### config.mk
export PLATFORM = sky130hd
export DESIGN_NAME = display_scan_driver
export DESIGN_NICKNAME = d
export VERILOG_FILES = /design/src/rtl/display_pkg.sv /design/src/rtl/bcd_to_7seg.sv /design/src/rtl/display_scan_driver.sv
export SDC_FILE = /design/constraint.sdc
export NUM_CORES = 1
export LEC_CHECK = 0
export ABC_CLOCK_PERIOD_IN_PS = 4600
export CAP_MARGIN = 5
export CORE_ASPECT_RATIO = 0.8
export CORE_UTILIZATION = 59
export DETAILED_ROUTE_END_ITERATION = 6
export PLACE_DENSITY = 0.83
export SYNTH_ARGS = -nofsm -noshare
export SYNTH_HDL_FRONTEND = slang
export SYNTH_SLANG_ARGS = --single-unit
### constraint.sdc
create_clock -name clk -period 4.6 [get_ports clk]
set_input_delay 0.92 -clock clk [delete_from_list [all_inputs] [get_ports clk]]
set_output_delay 0.92 -clock clk [all_outputs]
set_load 0.02 [all_outputs]
### src/rtl/display_pkg.sv
// display_pkg
//   Shared constants for the seven-segment scan driver.
//   Glyphs are active-high and ordered {g,f,e,d,c,b,a}.
package display_pkg;

    localparam logic [6:0] SEG_0     = 7'b0111111;
    localparam logic [6:0] SEG_1     = 7'b0000110;
    localparam logic [6:0] SEG_2     = 7'b1011011;
    localparam logic [6:0] SEG_3     = 7'b1001111;
    localparam logic [6:0] SEG_4     = 7'b1100110;
    localparam logic [6:0] SEG_5     = 7'b1101101;
    localparam logic [6:0] SEG_6     = 7'b1111101;
    localparam logic [6:0] SEG_7     = 7'b0000111;
    localparam logic [6:0] SEG_8     = 7'b1111111;
    localparam logic [6:0] SEG_9     = 7'b1101111;
    localparam logic [6:0] SEG_DASH  = 7'b1000000;
    localparam logic [6:0] SEG_BLANK = 7'b0000000;

endpackage

### src/rtl/bcd_to_7seg.sv
// bcd_to_7seg
//   Combinational BCD to seven-segment decoder, active-high output.
//   Codes 10..15 are not valid BCD and are shown as a dash.
// Ports:
//   bcd  in  4  digit code
//   seg  out 7  segments {g,f,e,d,c,b,a}
module bcd_to_7seg
    import display_pkg::*;
(
    input  logic [3:0] bcd,
    output logic [6:0] seg
);

    always_comb begin
        seg = SEG_DASH;
        case (bcd)
            4'd0:    seg = SEG_0;
            4'd1:    seg = SEG_1;
            4'd2:    seg = SEG_2;
            4'd3:    seg = SEG_3;
            4'd4:    seg = SEG_4;
            4'd5:    seg = SEG_5;
            4'd6:    seg = SEG_6;
            4'd7:    seg = SEG_7;
            4'd8:    seg = SEG_8;
            4'd9:    seg = SEG_9;
            default: seg = SEG_DASH;
        endcase
    end

endmodule

### src/rtl/display_scan_driver.sv
// display_scan_driver
//   Time-multiplexed seven-segment display driver with frame-synchronous
//   data update, leading-zero blanking and per-digit blinking.
// Ports:
//   clk          in   system clock, rising edge
//   rst_n        in   synchronous active-low reset
//   digits_bcd   in   4*NUM_DIGITS BCD digits, digit 0 in [3:0]
//   dp_in        in   NUM_DIGITS decimal point requests
//   load         in   strobe capturing digits_bcd / dp_in
//   blank_lz     in   leading-zero blanking enable (live)
//   blink_mask   in   per-digit blink enable (live)
//   seg          out  7 segments {g,f,e,d,c,b,a}, registered
//   dp           out  decimal point of enabled digit, registered
//   an           out  one-hot digit enable, registered
//   frame_done   out  pulse in the cycle the last digit's slot ends
module display_scan_driver
    import display_pkg::*;
#(
    parameter int NUM_DIGITS     = 4,
    parameter int REFRESH_DIV    = 50000,
    parameter int BLINK_FRAMES   = 64,
    parameter bit SEG_ACTIVE_LOW = 1'b1
) (
    input  logic                    clk,
    input  logic                    rst_n,
    input  logic [4*NUM_DIGITS-1:0] digits_bcd,
    input  logic [NUM_DIGITS-1:0]   dp_in,
    input  logic                    load,
    input  logic                    blank_lz,
    input  logic [NUM_DIGITS-1:0]   blink_mask,
    output logic [6:0]              seg,
    output logic                    dp,
    output logic [NUM_DIGITS-1:0]   an,
    output logic                    frame_done
);

    localparam int PW = $clog2(REFRESH_DIV);
    localparam int IW = $clog2(NUM_DIGITS);
    localparam int BW = (BLINK_FRAMES > 1) ? $clog2(BLINK_FRAMES) : 1;

    logic [PW-1:0] presc;
    logic [IW-1:0] idx;
    logic [BW-1:0] blink_cnt;
    logic          blink_on;
    logic          tc;
    logic          frame_end;

    logic [NUM_DIGITS-1:0][3:0] in_dig, pend_dig, act_dig;
    logic [NUM_DIGITS-1:0]      pend_dp, act_dp;

    logic [NUM_DIGITS-1:0] lz_blank;
    logic                  zero_run;
    logic                  blank_now;
    logic [3:0]            cur_dig;
    logic [6:0]            glyph;

    logic [6:0]            seg_q;
    logic                  dp_q;
    logic [NUM_DIGITS-1:0] an_q;

    assign in_dig    = digits_bcd;
    assign tc        = (presc == PW'(REFRESH_DIV - 1));
    assign frame_end = tc && (idx == IW'(NUM_DIGITS - 1));
    // Gated with rst_n so the pulse is quiet for the whole reset window,
    // including the first cycle before the counters have been cleared.
    assign frame_done = frame_end & rst_n;

    // Scan timing: prescaler and digit index.
    always_ff @(posedge clk) begin
        if (!rst_n) begin
            presc <= '0;
            idx   <= '0;
        end else if (tc) begin
            presc <= '0;
            idx   <= (idx == IW'(NUM_DIGITS - 1)) ? '0 : idx + 1'b1;
        end else begin
            presc <= presc + 1'b1;
        end
    end

    // Blink phase flips after BLINK_FRAMES completed frames.
    always_ff @(posedge clk) begin
        if (!rst_n) begin
            blink_cnt <= '0;
            blink_on  <= 1'b1;
        end else if (frame_end) begin
            if (blink_cnt == BW'(BLINK_FRAMES - 1)) begin
                blink_cnt <= '0;
                blink_on  <= ~blink_on;
            end else begin
                blink_cnt <= blink_cnt + 1'b1;
            end
        end
    end

    // Double-buffered digit data: the active copy only changes at a frame
    // boundary so a single frame never shows a mix of old and new values.
    always_ff @(posedge clk) begin
        if (!rst_n) begin
            pend_dig <= '0;
            pend_dp  <= '0;
            act_dig  <= '0;
            act_dp   <= '0;
        end else begin
            if (load) begin
                pend_dig <= in_dig;
                pend_dp  <= dp_in;
            end
            if (frame_end) begin
                act_dig <= load ? in_dig : pend_dig;
                act_dp  <= load ? dp_in  : pend_dp;
            end
        end
    end

    // Leading-zero mask: walk down from the top digit while everything seen
    // so far is zero. Digit 0 is always shown.
    always_comb begin
        lz_blank = '0;
        zero_run = 1'b1;
        for (int i = NUM_DIGITS - 1; i > 0; i--) begin
            zero_run    = zero_run & (act_dig[i] == 4'd0);
            lz_blank[i] = blank_lz & zero_run;
        end
    end

    assign cur_dig   = act_dig[idx];
    assign blank_now = lz_blank[idx] | (~blink_on & blink_mask[idx]);

    bcd_to_7seg u_dec (
        .bcd (cur_dig),
        .seg (glyph)
    );

    // Output registers hold logical (active-high) levels.
    always_ff @(posedge clk) begin
        if (!rst_n) begin
            seg_q <= SEG_BLANK;
            dp_q  <= 1'b0;
            an_q  <= '0;
        end else begin
            seg_q <= blank_now ? SEG_BLANK : glyph;
            dp_q  <= ~blank_now & act_dp[idx];
            an_q  <= NUM_DIGITS'(1) << idx;
        end
    end

    // Pin polarity is applied only here.
    assign seg = SEG_ACTIVE_LOW ? ~seg_q : seg_q;
    assign dp  = SEG_ACTIVE_LOW ? ~dp_q  : dp_q;
    assign an  = SEG_ACTIVE_LOW ? ~an_q  : an_q;

endmodule

==> impl_metrics.ini, run 1 <==
[status]
outcome = finished clean

[placement]
gp_congestion = 0.834
dp.final_hpwl_um = 4440
port_buffers = 40
dp_slack_ns = 1.07

[clock_tree]
cts_buffers = 9
clk_pin_slew_ns = 0.07
cts_setup_buffers = 0
clock_sinks = 77
clock_latency_ns = 0.35
htreeDepth = 3
cts_tree = built
root_buffer = clkbuf_8
cts_hold_buf = 0
cts_resized = 0
clockBufferDepth = 2

[route]
routed_via_density = 5.58
drcViolationCount = 0
vias = 2638
initialDrtViolationCount = 163
dr.pass1.iters = 4
ant_nets = 0
routedWlPerCell_um = 14.1
routed_wl_um = 6660

[critical_path]
crit_buf_inv = 3
r2r_slack_ns = 2.32
worst_ep_arrival_time_ns = 2.65
critical-path-max-stage-delay_ns = 0.77
cp_slowest_cell = clkdlybuf4s50_1
path_cells = clkdlybuf4s50_1 -> inv_1 -> nor3_1 -> clkdlybuf4s50_1
r2r_end = blink_on$_SDFFE_PN1P_
reg2regPathDepth = 5
start_kind = primary input
cp.required_ns = 3.68
critPathMaxFanout = 13
cp_top_family = buffers and inverters
path_common_cell = clkdlybuf4s50_1
critPathCaptureType = output pin
r2r_start = idx[1]$_SDFFE_PN0N_
critPathKind = in -> out

[synthesis]
synthTopCellsByArea = dfxtp_1 (46%), mux2i_1 (7.1%), nor2_1 (5.1%)
synth_top_family_by_area = simple AND/OR/NAND/NOR gates
synthCells = 357
syn_area_um2 = 3380
synth_seq_cells = 77
synthXorXnorAreaFrac = 0.0362
synth_edf_count = 0
yosysTopAreaCell = dfxtp_1
syn-num-nets = 394
synth_cell_types = 42
synthMuxAreaShare = 0.125
synthAdderAreaFrac = 0.0333
yosys.area.top_type_share = 0.455
synth_area_per_cell_um2 = 9.48
synth_most_common_cell = dfxtp_1
synth_ff_type = dfxtp_1
synth-simple-area-share = 0.167
synth_commonest_cells = dfxtp_1 (77), nor2_1 (46), a21oi_1 (33)
async_reset_ff_frac = 0
synth_warnings = 0
ys_seq_area_frac = 0.455
synth_compound_area_frac = 0.122

[job]
cap_violations = 0

[timing]
tns_ns = 0
finalMaxSlewViolations = 0
slew_headroom = 0.221
fin_ws_ns = 1.03
fmax_mhz = 280
period_share = 0.775
holdWs_ns = 0.469
period_needed_ns = 3.57
hold_viol = 0
setup_violations = 0
skew_ns = 0.00418
max_slew.worst_pin.slew_ns = 1.16
rsz0062_at_grt = false

[cells_and_area]
diodes = 0
layout-drive-gt1-share = 0.0810
area_growth_pct = 17.9
nets = 427

[power]
p_clk_frac = 0.395
total_power_mw = 1.27
switching_power_mw = 0.280
powerDensity_nw_per_um2 = 318
pwr-share-comb = 0.062
power_switching_share = 0.221
peakVddDrop_mv = 0.232
seq_power_share = 0.543
p_int_mw = 0.987
p_leak_nw = 1.49

[global_routing]
overflow = 0
grt_pass1_vias = 2499
grt_most_used_layer = met2
grt_pass1_wl_um = 11500
grtUsageMet3 = 0.0821
grt_util_all_layers = 0.246
grt_use_met1 = 0.337
grt_antenna_before_repair = 0
use_met2 = 0.376
grt_start_max_net_pins = 49

[die]
start_util = 0.616
chipWidth_um = 86.7
ios = 41
die-area_um2 = 6050
rows = 24
die_y_um = 69.7
core_area_um2 = 5500

[worst_hold_path]
hold_path_startpoint = presc[0]$_SDFF_PP0_
holdPathEnd = presc[0]$_SDFF_PP0_
min-delay-path-class = reg -> reg
hold_path_depth = 1
==> kinds of logic after synthesis <==
family / count (synthesis)
fa+ha+maj: 9
mux: 33
flops: 77
compound gates: 66
xor+xnor: 14
buf+inv: 46
simple gates: 112
==> flip-flops by register name, indices dropped and copies added (netlist names), 2 cells and up <==
| signal | cells |
|---|---|
| an_q | 4 |
| act_dp | 4 |
| pend_dig | 16 |
| pend_dp | 4 |
| blink_cnt | 6 |
| idx | 2 |
| presc | 16 |
| act_dig | 16 |
| seg_q | 7 |
==> layer usage <==
| metal | share of wire | routed length [um] | vias to the layer above |
|---|---|---|---|
| met4 | 0.013 | 84 | 0 |
| met1 | 0.48 | 3180 | 1252 |
| met3 | 0.041 | 274 | 11 |
| li1 | - | - | 1315 |
| met5 | 0 | 0 | - |
| met2 | 0.47 | 3110 | 60 |
==> placed cells by master, fill, tap and decap left out, types with 5 or more instances in the layout <==
cell,count
dfxtp_1,77
nor2_1,46
clkdlybuf4s50_1,40
a21oi_1,33
inv_1,24
mux2i_1,24
a211oi_1,20
nand2_1,19
xnor2_1,12
clkbuf_8,10
nand3_1,9
ha_1,9
nor3_1,8
nor4_1,7
o21ai_0,5
==> through the flow <==
stage                     cell area, um2  utilization  cells
final                               3990        0.726    473
after global routing                3990        0.726    473
after CTS                           3990        0.726    473
after detailed placement            3800        0.691    457
after global placement              3800        0.691    457
after floorplan                     3380            -    357
==> worst reg2reg max path, delay by kind of cell, from the launching register on <==
kind                       cells  cell delay [ns]
adders and majority gates      1             0.24
buffers and inverters          2             0.48
DFF                            1             0.66
muxes                          1             0.38
and+or+nand+nor                1             0.41
==> power groups by stage <==
stage | sequential, mW | clock (mW) | combinational [mW]
floorplan | 0.701 | 0 | 0.0414
CTS | 0.688 | 0.505 | 0.0792
global route | 0.690 | 0.539 | 0.0868
detailed placement | 0.703 | 0 | 0.0787
global placement | 0.702 | 0 | 0.0778
finish | 0.688 | 0.501 | 0.0786
==> worst max path at each step <==
stage	start	to	depth (start not counted)
after global routing	rst_n	frame_done	4
after CTS	rst_n	frame_done	4
after global placement	rst_n	frame_done	4
final	rst_n	frame_done	4
after floorplan	rst_n	frame_done	3
after detailed placement	rst_n	frame_done	4
==> cell type report <==
cell class / instances / area (um2)
tap: 78 / 97.6
fill: 383 / 1510
inverter: 24 / 90.1
sequential: 77 / 1540
multi-input combinational: 234 / 1640
timing repair buffer: 44 / 430
clock buffer: 12 / 145
clock inverter: 4 / 47.5
No activity file was read; power rests on OpenSTA's default activity.
==> run 2, diff against run 1 <==
--- a/config.mk
+++ b/config.mk
@@ -5,12 +5,12 @@
 export SDC_FILE = /design/constraint.sdc
 export NUM_CORES = 1
 export LEC_CHECK = 0
-export ABC_CLOCK_PERIOD_IN_PS = 4600
+export ABC_CLOCK_PERIOD_IN_PS = 2900
 export CAP_MARGIN = 5
 export CORE_ASPECT_RATIO = 0.8
-export CORE_UTILIZATION = 59
+export CORE_UTILIZATION = 50
 export DETAILED_ROUTE_END_ITERATION = 6
-export PLACE_DENSITY = 0.83
+export PLACE_DENSITY = 0.75
 export SYNTH_ARGS = -nofsm -noshare
 export SYNTH_HDL_FRONTEND = slang
 export SYNTH_SLANG_ARGS = --single-unit
==> constraint.sdc (replaced) <==
create_clock -name clk -period 2.9 [get_ports clk]
set_input_delay 0.58 -clock clk [delete_from_list [all_inputs] [get_ports clk]]
set_output_delay 0.58 -clock clk [all_outputs]
set_load 0.02 [all_outputs]
==> run 2 against run 1 <==
  * Routed wire length decreased by 1.1%
  * Global-route usage down 4.1 points
  * Register-to-register slack worse by 1.7 ns
  * Final area increased by 1.9%
  * Utilization is 9.8 points lower
  * Combinational power grew 63%
  * Sequential cell count stayed put
  * Critical path depth grew 1
  * Die area is 18% higher
  * Count of clock-buffer cells in the layout shrank 2
  * Critical endpoint unchanged
==> impl_metrics.ini, run 2 (synthesized netlist as in run 1, its figures left out) <==
[status]
outcome = finished clean

[job]
cap_violations = 0

[cells_and_area]
area_growth_pct = 20.1
layout_common_cells = dfxtp_1 (77), nor2_1 (46), clkdlybuf4s50_1 (40), a21oi_1 (33)
design_area_um2 = 4070
fill_cells = 542
finalNonFillerCells = 485
nets = 433
layout_commonest_cell = dfxtp_1
layout-drive-gt1-share = 0.0973
diodes = 0
reg_top3 = act_dig x16, pend_dig x16, presc x16

[power]
peakVddDrop_mv = 0.391
power_switching_share = 0.216
powerDensity_nw_per_um2 = 512
switching_power_mw = 0.450
pwr-share-comb = 0.062
p_int_mw = 1.63
p_leak_nw = 1.52
seq_power_share = 0.524
p_clk_frac = 0.415

[clock_tree]
clk_pin_slew_ns = 0.07
cts_buffers = 9
clock_sinks = 77
cts_setup_buffers = 0
clockBufferDepth = 2
root_buffer = clkbuf_8
cts_resized = 0
htreeDepth = 3
clock_latency_ns = 0.35
cts_tree = built
cts_hold_buf = 0

[route]
dr.pass1.iters = 5
routed_via_density = 5.35
drcViolationCount = 0
vias = 2593
initialDrtViolationCount = 161
routedWlPerCell_um = 13.6
ant_nets = 0
routed_wl_um = 6590

[critical_path]
r2r_slack_ns = 0.66
worst_ep_arrival_time_ns = 2.09
critPathKind = reg -> out
critPathCaptureType = output pin
r2r_start = idx[0]$_SDFFE_PN0N_
reg2regPathDepth = 7
r2r_end = seg_q[3]$_SDFF_PP0_
critPathMaxFanout = 4
start_kind = flop
cp.required_ns = 2.32

[global_routing]
grt_pass1_wl_um = 11000
overflow = 0
grt_antenna_before_repair = 0
grt_start_max_net_pins = 49
grt_util_all_layers = 0.205
grt_pass1_vias = 2364

[timing]
fin_ws_ns = 0.234
tns_ns = 0
fmax_mhz = 375
period_share = 0.919
setup_violations = 0
period_needed_ns = 2.67
slew_headroom = 0.578
max_slew.worst_pin.slew_ns = 0.632
hold_viol = 0
finalMaxSlewViolations = 0
rsz0062_at_grt = false
skew_ns = 0.00988

[die]
ios = 41
die_y_um = 75.6
start_util = 0.523
die-area_um2 = 7100
chipWidth_um = 94.0
rows = 26
core_area_um2 = 6470

[placement]
gp_congestion = 0.779
dp.final_hpwl_um = 4500
dp_slack_ns = 0.391
placed_cell_area_um2 = 3850
port_buffers = 40
placed_cells = 469

[worst_hold_path]
hold_path_startpoint = presc[0]$_SDFF_PP0_
min-delay-path-class = reg -> reg
hold_path_depth = 1
holdPathEnd = presc[0]$_SDFF_PP0_
-- run 2: worst max path at each step --
stage | start | endpoint | slack (ns) | cells past startpoint
2_1_floorplan | presc[0]$_SDFF_PP0_ | frame_done | 0.79 | 5
6_report | presc[0]$_SDFF_PP0_ | frame_done | 0.23 | 5
4_1_cts | presc[0]$_SDFF_PP0_ | frame_done | 0.19 | 5
3_3_place_gp | rst_n | frame_done | 0.39 | 4
3_5_place_dp | rst_n | frame_done | 0.39 | 4
5_1_grt | presc[0]$_SDFF_PP0_ | frame_done | 0.06 | 5
-- run 2: cell type report --
type	instances	area [um2]	share of cell area
inverters	24	90.1	0.0222
clock inverters	6	87.6	0.0215
well taps	84	105	0.0259
repair buffers	50	475	0.117
clock buffers	10	128	0.0314
flip-flops and latches	77	1540	0.379
multi-input cells	234	1640	0.403
-- run 2: metrics by stage --
| step | hold slack [ns] | util | power, mW |
|---|---|---|---|
| floorplan | 0.430 | - | 1.18 |
| global placement | 0.442 | 0.595 | 1.24 |
| detailed placement | 0.458 | 0.595 | 1.24 |
| CTS | 0.500 | 0.628 | 2.11 |
| global route | 0.510 | 0.628 | 2.17 |
| finish | 0.493 | 0.628 | 2.08 |
-- run 2: power by group through the flow --
| stage | combinational (mW) | sequential (mW) | clock, mW |
|---|---|---|---|
| after floorplan | 0.0656 | 1.11 | 0 |
| after global placement | 0.127 | 1.11 | 0 |
| after detailed placement | 0.129 | 1.11 | 0 |
| after CTS | 0.130 | 1.09 | 0.886 |
| after global routing | 0.141 | 1.09 | 0.937 |
| final | 0.128 | 1.09 | 0.863 |
-- run 2: metal layers --
layer / vias to the layer above / routed length [um] / GRT usage
li1: 1330 / - / -
met2: 66 / 2830 / 0.315
met1: 1181 / 3330 / 0.272
met3: 16 / 286 / 0.0639
met5: - / 0 / 0
met4: 0 / 144 / 0.0838
-- run 2: worst max-delay path: stages (launching register included) --
cell             delay, ns
dfxtp_1               0.37
ha_1                  0.21
and3_1                0.25
nand4_2               0.11
nor3_1                0.17
clkdlybuf4s50_1       0.63
